[src/rtl/exmem_stage_task3.sv]
`default_nettype none
// ============================================================================
// Module   : exmem_stage_task3
// Brief    : EX stage plus EX/MEM pipeline register of the 5-stage RV64 core.
//            Forwards operands from EX/MEM and MEM/WB, decodes and executes
//            the ALU op, computes branch target and condition, and latches
//            everything into EX/MEM. pc_src steers fetch and squashes the
//            younger instructions.
// Config   : BRANCH_EXT_EN - full RV branch compare set (BNE/BLT/BGE/BLTU/
//            BGEU). When undefined every branch behaves as BEQ.
// Revision : 1.0 - initial release
// ============================================================================
module exmem_stage_task3 #(
    parameter int XLEN = 64,
    parameter int RW   = 5
) (
    input  logic            clk,
    input  logic            reset,
    input  logic [XLEN-1:0] a,
    input  logic [XLEN-1:0] readdata1,
    input  logic [XLEN-1:0] readdata2,
    input  logic [XLEN-1:0] imm_data,
    input  logic [RW-1:0]   rs1,
    input  logic [RW-1:0]   rs2,
    input  logic [RW-1:0]   rd,
    input  logic [3:0]      funct4,
    input  logic            Branch,
    input  logic            Memread,
    input  logic            Memtoreg,
    input  logic            Memwrite,
    input  logic            Regwrite,
    input  logic            Alusrc,
    input  logic [1:0]      aluop,
    input  logic            hold,
    input  logic            flush,
    input  logic [RW-1:0]   memwb_rd,
    input  logic            memwb_regwrite,
    input  logic [XLEN-1:0] memwb_wdata,
    output logic [XLEN-1:0] branch_target,
    output logic [XLEN-1:0] alu_result,
    output logic [XLEN-1:0] write_data,
    output logic            zero,
    output logic [RW-1:0]   rd_out,
    output logic            Branch_o,
    output logic            Memread_o,
    output logic            Memtoreg_o,
    output logic            Memwrite_o,
    output logic            Regwrite_o,
    output logic            pc_src
);

    localparam int SHW = $clog2(XLEN);

    typedef enum logic [3:0] {
        ALU_ADD = 4'd0,
        ALU_SUB = 4'd1,
        ALU_AND = 4'd2,
        ALU_OR  = 4'd3,
        ALU_XOR = 4'd4,
        ALU_SLL = 4'd5,
        ALU_SRL = 4'd6,
        ALU_SRA = 4'd7
    } alu_sel_e;

    // EX/MEM register state
    logic [XLEN-1:0] bt_q,  bt_d;
    logic [XLEN-1:0] alu_q, alu_d;
    logic [XLEN-1:0] wd_q,  wd_d;
    logic            zero_q, zero_d;
    logic [RW-1:0]   rd_q,  rd_d;
    logic            br_q,  br_d;
    logic            mr_q,  mr_d;
    logic            mtr_q, mtr_d;
    logic            mw_q,  mw_d;
    logic            rw_q,  rw_d;
    logic            taken_q, taken_d;

    // EX-stage combinational values
    logic [XLEN-1:0] fwd_a;
    logic [XLEN-1:0] fwd_b;
    logic [XLEN-1:0] op_b;
    logic [XLEN-1:0] alu_res;
    logic [SHW-1:0]  shamt;
    alu_sel_e        alu_sel;
    logic            taken;

    // Operand forwarding; the younger EX/MEM result wins over MEM/WB, x0 never forwards
    always_comb begin
        fwd_a = readdata1;
        if (rw_q && (rd_q != '0) && (rd_q == rs1)) begin
            fwd_a = alu_q;
        end else if (memwb_regwrite && (memwb_rd != '0) && (memwb_rd == rs1)) begin
            fwd_a = memwb_wdata;
        end

        fwd_b = readdata2;
        if (rw_q && (rd_q != '0) && (rd_q == rs2)) begin
            fwd_b = alu_q;
        end else if (memwb_regwrite && (memwb_rd != '0) && (memwb_rd == rs2)) begin
            fwd_b = memwb_wdata;
        end

        op_b  = Alusrc ? imm_data : fwd_b;
        shamt = op_b[SHW-1:0];
    end

    // ALU control decode; anything unrecognised falls back to ADD
    always_comb begin
        alu_sel = ALU_ADD;
        case (aluop)
            2'b00: alu_sel = ALU_ADD;
            2'b01: alu_sel = ALU_SUB;
            2'b10: begin
                case (funct4)
                    4'b0000: alu_sel = ALU_ADD;
                    4'b1000: alu_sel = ALU_SUB;
                    4'b0111: alu_sel = ALU_AND;
                    4'b0110: alu_sel = ALU_OR;
                    4'b0100: alu_sel = ALU_XOR;
                    4'b0001: alu_sel = ALU_SLL;
                    4'b0101: alu_sel = ALU_SRL;
                    4'b1101: alu_sel = ALU_SRA;
                    default: alu_sel = ALU_ADD;
                endcase
            end
            default: alu_sel = ALU_ADD;
        endcase
    end

    // ALU datapath; arithmetic wraps, shift amount is the low bits of operand B
    always_comb begin
        alu_res = fwd_a + op_b;
        case (alu_sel)
            ALU_ADD: alu_res = fwd_a + op_b;
            ALU_SUB: alu_res = fwd_a - op_b;
            ALU_AND: alu_res = fwd_a & op_b;
            ALU_OR:  alu_res = fwd_a | op_b;
            ALU_XOR: alu_res = fwd_a ^ op_b;
            ALU_SLL: alu_res = fwd_a << shamt;
            ALU_SRL: alu_res = fwd_a >> shamt;
            ALU_SRA: alu_res = $unsigned($signed(fwd_a) >>> shamt);
            default: alu_res = fwd_a + op_b;
        endcase
    end

`ifdef BRANCH_EXT_EN
    // Branch condition selected by funct3 on the forwarded register operands
    always_comb begin
        taken = 1'b0;
        case (funct4[2:0])
            3'b000:  taken = (fwd_a == fwd_b);
            3'b001:  taken = (fwd_a != fwd_b);
            3'b100:  taken = ($signed(fwd_a) <  $signed(fwd_b));
            3'b101:  taken = ($signed(fwd_a) >= $signed(fwd_b));
            3'b110:  taken = (fwd_a <  fwd_b);
            3'b111:  taken = (fwd_a >= fwd_b);
            default: taken = 1'b0;
        endcase
    end
`else
    // Every branch is treated as BEQ: taken when the subtract result is zero
    always_comb begin
        taken = (alu_res == '0);
    end
`endif

    // EX/MEM next state: flush kills control but lets data load, hold freezes everything
    always_comb begin
        bt_d    = bt_q;
        alu_d   = alu_q;
        wd_d    = wd_q;
        zero_d  = zero_q;
        rd_d    = rd_q;
        br_d    = br_q;
        mr_d    = mr_q;
        mtr_d   = mtr_q;
        mw_d    = mw_q;
        rw_d    = rw_q;
        taken_d = taken_q;
        if (flush || !hold) begin
            bt_d   = a + (imm_data << 1);
            alu_d  = alu_res;
            wd_d   = fwd_b;
            zero_d = (alu_res == '0);
            rd_d   = rd;
        end
        if (flush) begin
            br_d    = 1'b0;
            mr_d    = 1'b0;
            mtr_d   = 1'b0;
            mw_d    = 1'b0;
            rw_d    = 1'b0;
            taken_d = 1'b0;
        end else if (!hold) begin
            br_d    = Branch;
            mr_d    = Memread;
            mtr_d   = Memtoreg;
            mw_d    = Memwrite;
            rw_d    = Regwrite;
            taken_d = taken;
        end
    end

    // EX/MEM register with asynchronous clear
    always_ff @(posedge clk or posedge reset) begin
        if (reset) begin
            bt_q    <= '0;
            alu_q   <= '0;
            wd_q    <= '0;
            zero_q  <= 1'b0;
            rd_q    <= '0;
            br_q    <= 1'b0;
            mr_q    <= 1'b0;
            mtr_q   <= 1'b0;
            mw_q    <= 1'b0;
            rw_q    <= 1'b0;
            taken_q <= 1'b0;
        end else begin
            bt_q    <= bt_d;
            alu_q   <= alu_d;
            wd_q    <= wd_d;
            zero_q  <= zero_d;
            rd_q    <= rd_d;
            br_q    <= br_d;
            mr_q    <= mr_d;
            mtr_q   <= mtr_d;
            mw_q    <= mw_d;
            rw_q    <= rw_d;
            taken_q <= taken_d;
        end
    end

    assign branch_target = bt_q;
    assign alu_result    = alu_q;
    assign write_data    = wd_q;
    assign zero          = zero_q;
    assign rd_out        = rd_q;
    assign Branch_o      = br_q;
    assign Memread_o     = mr_q;
    assign Memtoreg_o    = mtr_q;
    assign Memwrite_o    = mw_q;
    assign Regwrite_o    = rw_q;
    assign pc_src        = br_q & taken_q;

endmodule
`default_nettype wire

[config.mk]
export PLATFORM = sky130hd
export DESIGN_NAME = exmem_stage_task3
export DESIGN_NICKNAME = d
export VERILOG_FILES = /design/src/rtl/exmem_stage_task3.sv
export SDC_FILE = /design/constraint.sdc
export NUM_CORES = 2
export LEC_CHECK = 0
export CORE_MARGIN = 5
export CORE_UTILIZATION = 23
export CTS_CLUSTER_SIZE = 28
export DETAILED_ROUTE_END_ITERATION = 8
export SYNTH_ARGS = -nofsm -noshare
export SYNTH_HDL_FRONTEND = slang
export SYNTH_SLANG_ARGS = --single-unit
[constraint.sdc]
create_clock -name clk -period 10.8 [get_ports clk]
set_input_delay 1.08 -clock clk [delete_from_list [all_inputs] [get_ports clk]]
set_output_delay 1.08 -clock clk [all_outputs]
set_load 0.1 [all_outputs]
After elaboration in Yosys (flattened, before gate mapping). Memories as Yosys holds them, arrays and structs flattened. Index checks and enable logic that the tools add are counted. Widths: inputs -> output; s select.

Output and inout bits: 204. Memories kept: 1. Memory bits (read-only): 48. Word-level logic and storage cells: 66. Flip-flop bits (word level): 204.

Memories: (name not given) (words 16, width 3, read ports 1, clocked after Yosys merged registers in 0, wr ports 0, RTL line 114) `case (funct4)`.

Reduce and logical (&&, ||, !) cells: 11. Equal/unequal tests: 14. Bitwise gates (word level): 4. Muxes and demuxes: 19. Shift operators: 3. Add/subtract/negate cells: 3.

Operator list (count): $pmux 64 s7 (1); $mux 64 (5); $add 64x64->64 (2); $and 64x64->64 (1); $logic_not 64->1 (1); $or 64x64->64 (1); $shl 64x6->64 (1); $shr 64x6->64 (1); $sshr 64x6->64 (1); $sub 64x64->64 (1); $xor 64x64->64 (1); $eq 5x5->1 (4); $eq 4x3->1 const B (4); $mux 1 (12); $reduce_bool 5->1 (2); $eq 4x2->1 const B (2); $pmux 4 s2 (1); $logic_and 1x1->1 (6); $eq 4x1->1 const B (1); $eq 2x1->1 const B (1); $eq 2x2->1 const B (1); $ne 2x1->1 const B (1); $and 1x1->1 (1); $logic_not 1->1 (1); $logic_or 1x1->1 (1).

Depth between registers and ports, before layout.
Depth after elaboration: 11. Depth in mapped cells: 38. Mapped depth without buffers: 33.

Worst setup path after synthesis. OpenSTA, ideal clock, no wires.

Path type: input -> register. Start point: in memwb_rd[0]. End point: reg taken_q. Path buffers: 5. Cell stages on the path: 37. Required time: 10724 ps. Path slack: 2379 ps. Arrival: 8345 ps. Library setup time: 76 ps. Cells stage by stage: buf_6 -> xor2_1 -> or4b_4 -> o21ai_2 -> a311oi_2 -> nor2_4 -> buf_2 -> buf_2 -> buf_1 -> buf_2 -> ha_1 -> and2_1 -> and3_1 -> nand4_1 -> nor2_1 -> nand3_1 -> or3_1 -> nor2_1 -> and2_1 -> a31oi_1 -> xnor2_1 -> ha_1 -> a21o_1 -> a21o_1 -> a21o_1 -> a21o_1 -> a21o_1 -> a21o_1 -> a21oi_1 -> o21ai_0 -> a221oi_1 -> o31ai_1 -> a221oi_1 -> nand3b_1 -> nor4b_1 -> nand4_1 -> o21ai_1.

Word-level cells in the longest chain between the ends: 11. Elaborated cells on any way between the ends: 23. Those cells by class: add/sub: 2; eq/ne: 2; shift: 3; mux: 8; bitwise: 3; reduce/logical: 5.

Ends and longest elaborated chain: start: declaration (RTL line 36) `input logic [RW-1:0] memwb_rd,`; $reduce_bool 5->1 (RTL line 92, 99); $logic_and 1x1->1 (RTL line 92, 99); $logic_and 1x1->1 (RTL line 99) `end else if (memwb_regwrite && (memwb_rd != '0) && (memwb_rd == rs2)) begin`; $mux 64 (RTL line 99); $mux 64 (RTL line 97) `if (rw_q && (rd_q != '0) && (rd_q == rs2)) begin`; $mux 64 (RTL line 103) `op_b = Alusrc ? imm_data : fwd_b;`; $add 64x64->64, or another cell as far along (RTL line 134, 142); $pmux 64 s7 * (RTL line 133) `case (alu_sel)`; $logic_not 64->1 * (RTL line 163) `taken = (alu_res == '0);`; $mux 1 * (RTL line 194) `end else if (!hold) begin`; $mux 1 * (RTL line 187) `if (flush) begin`; end signal: assignment (RTL line 229) `taken_q <= taken_d;`; end: declaration (RTL line 76) `logic taken_q, taken_d;`.

Mark *: on every way between the ends. The rest lies on a longest branch, timed or not. The select of a mux whose other input is x is not followed. A chain may end at the register's enable or synchronous reset.

Final worst setup path.
Start point: reg rd_q[1], in the netlist rd_out[1]. End point: reg taken_q.

Word-level cells in the longest chain between the ends: 10. Elaborated cells on any way between the ends: 21. Those cells by class: add/sub: 2; eq/ne: 2; shift: 3; mux: 6; bitwise: 3; reduce/logical: 5.

Ends and longest elaborated chain: start: declaration (RTL line 70) `logic [RW-1:0] rd_q, rd_d;`; start signal: assignment (RTL line 223) `rd_q <= rd_d;`; $reduce_bool 5->1 (RTL line 90, 97); $logic_and 1x1->1 (RTL line 90, 97); $logic_and 1x1->1 (RTL line 97); $mux 64 (RTL line 97); $mux 64 (RTL line 103); $add 64x64->64, or another cell as far along (RTL line 134, 142); $pmux 64 s7 * (RTL line 133); $logic_not 64->1 * (RTL line 163); $mux 1 * (RTL line 194); $mux 1 * (RTL line 187).

Marked as above.

==> impl_metrics.yaml <==
cells_and_area:
  drive_gt1_share_pct: 7.52
  fin_area_um2: 41700
  layout_commonest_cell: "nand2_1"
  layout_common_cells: "nand2_1, clkdlybuf4s50_1, o21ai_0, nor2_1, a21oi_1"
  fin_cells: 7103
  fin_nets: 5798
  area_growth_pct: 28.1
logic_synthesis:
  seq_area_frac_synth_pct: 15.7
  ys.warnings.count: 0
  synth_edf_count: 0
  async_flop_share_pct: 100
  synth_compound_area_share_pct: 33.9
  synth_xor_area_share_pct: 5.09
  mappedNetlistArea_um2: 32500
  synth_top_family_by_area: "compound AO/OA/AOI/OAI gates"
  avgSynthCellArea_um2: 6.86
  synthMuxAreaShare_pct: 4.33
  synth-main-ff-cell: "dfrtp_1"
  synthAdderAreaFrac_pct: 10.0
  synth.distinct_cells: 106
  syn_inst: 4743
  yosys.area_share.simple_pct: 24.3
  synth_seq_cells: 204
  synth_fp_nets: 5359
floorplan:
  die_x_um: 386
  die-area_um2: 149000
  die_h_um: 386
  core_area_um2: 141000
  start_util_pct: 23.1
  io_pins: 561
  num_rows: 138
sta:
  finalMaxSlewViolations: 0
  setup_tns_ns: 0
  finalSetupViolations: 0
  worst_pin_slew_ns: 1.36
  whs_ns: 0.467
  slew_headroom_pct: 6.95
  skew_ns: 0.0165
  finalHoldViolCount: 0
  fin_crit_sh_pct: 89.9
  rsz0062_at_grt: "false"
  finalCriticalPeriod_ns: 9.71
  fmax_mhz: 103
  fin_ws_ns: 1.09
critical_path:
  rrSetupSlack_ns: 1.09
  cp.depth: 31
  path_buf_inv: 0
  crit_path_frequent_cell: "a21o_1"
  startpoint_type: "flop"
  path_delay_family: "simple AND/OR/NAND/NOR gates"
  cp-endpoint: "taken_q"
  crit_start: "rd_out[1]"
  slowest_stage: "o211ai_4"
  required_ns: 11.30
  path_class: "flop to flop"
  r2r_start: "rd_out[1]"
  cpPeakStageDelay_ns: 0.73
  cp_max_fo: 49
  reg2regPathDepth: 31
  r2r_end: "taken_q"
  critPathCaptureType: "flop"
  cp_data_arrival_time_ns: 10.21
clock_network:
  post_cts_resized: 0
  cts_hold_buf: 0
  h-tree-depth: 1
  cts-buffers-inserted: 24
  post-cts-setup-buffers: 0
  cts_sinks: 204
  cts.path.max_buffers: 3
  cts_tree: "done"
  cts-root-buf: "clkbuf_16"
  insertion_delay_ns: 0.59
  clk_pin_slew_ns: 0.07
drt:
  drc: 0
  vias_per_cell: 6.12
  routedWlPerCell_um: 34.6
  ant_nets: 0
  drt-total-wl_um: 246000
  drt_pre_antenna_iters: 8
  drt_iter0_drc: 6377
  num_vias: 43461
global_routing:
  track_usage_pct: 31.0
  grt_pass1_vias: 40334
  grt_overflow: 0
  grt_max_degree: 160
  grt_pass1_wl_um: 330000
  antenna_found_initial: 29
pwr:
  peakVddDrop_v: 0.000143
  leakage_nw: 16.8
  power.density_nw_per_um2: 161
outcome:
  status: "completed"
placement:
  place_worst_setup_slack_ns: 0.783
  port_buffers: 560
  hpwl_um: 198000
  place_inst: 7046
  dpl_cell_area_um2: 40800
  routabilityCongestion: 1.04
worst_hold_path:
  hold_class: "flop to flop"
job:
  drv_cap: 0
-- per-stage QoR --
stage	utilization [%]	power, W
2_1_floorplan	-	0.00391
6_report	29.6	0.00670
4_1_cts	29.5	0.00659
3_5_place_dp	29.0	0.00566
5_1_grt	29.5	0.00686
3_3_place_gp	29.0	0.00568
-- cell usage after synthesis (39+ instances only) --
cell type,count,area share (%)
and2_1,54,1.0
nand2_1,722,8.3
inv_1,157,1.8
o211ai_1,80,1.8
nand2b_1,39,0.75
a32oi_1,42,1.1
o21ai_1,45,0.69
nor3_1,155,2.4
a21oi_1,319,4.9
o22ai_1,51,0.98
dfrtp_1,204,16
o21ai_0,434,6.7
mux2i_1,99,3.0
nor2_1,342,3.9
xnor2_1,134,3.6
a221oi_1,55,1.5
a21o_1,87,2.0
ha_1,257,9.9
a211oi_1,52,1.2
nand3_1,294,4.5
clkbuf_1,224,2.6
a31oi_1,165,3.2
xor2_1,55,1.5
buf_2,76,1.2
-- where the power goes --
part           switching (W)  leakage, nW  internal, W
logic                0.00334         14.0      0.00122
registers           0.000291         2.41     0.000935
clock network       0.000393        0.396     0.000515
-- cell type report --
type / instances / area, um^2
Inverter: 163 / 626
Clock buffer: 34 / 689
Multi-Input combinational cell: 4018 / 25500
Timing Repair Buffer: 771 / 7250
Antenna cell: 16 / 40.0
Fill cell: 15478 / 99400
Tap cell: 1890 / 2360
Clock inverter: 7 / 121
Sequential cell: 204 / 5100
-- how the worst min path moves through the flow --
| stage | cells after the start | endpoint | slack, ns | startpoint |
|---|---|---|---|---|
| floorplan | 2 | taken_q | 0.45 | taken_q |
| global placement | 2 | branch_target[0] | 0.45 | branch_target[0] |
| detailed placement | 2 | write_data[13] | 0.45 | write_data[13] |
| CTS | 2 | write_data[13] | 0.47 | write_data[13] |
| global route | 2 | write_data[6] | 0.49 | write_data[6] |
| finish | 2 | write_data[50] | 0.47 | write_data[50] |
-- logic make-up after synthesis --
kind of cell / Yosys count
adders and majority gates: 259
AOI/OAI and AO/OA: 1688
xor gates and xnor gates: 189
muxes: 128
and+or+nand+nor: 1754
DFF: 204
buffers and inverters: 521
-- flip-flops by register name (all words and copies together) (netlist names) --
register	count
alu_result	64
branch_target	64
write_data	64
rd_out	5
Branch_o	1
Memread_o	1
Memtoreg_o	1
Memwrite_o	1
Regwrite_o	1
taken_q	1
zero	1
-- worst register-to-register path, delay by kind of cell, from the launching register on --
kind	cells	cell delay [ns]
adder cells (fa/ha/maj)	1	0.38
AND/OR/NAND/NOR	13	4.42
XOR/XNOR	1	0.15
AO/OA/AOI/OAI	16	4.18
flip-flops	1	0.50
-- routing by layer --
metal  part of all wire (%)  wire (um)  up-vias  GRT usage, %
met2                     43     106000     2880          48.5
li1                       -          -    18481             -
met3                     11      26100      603          7.15
met4                    6.4      15700       20          16.0
met5                  0.064        157        -             0
met1                     40      97400    21477          39.8
No activity file was read; power rests on OpenSTA's default activity.
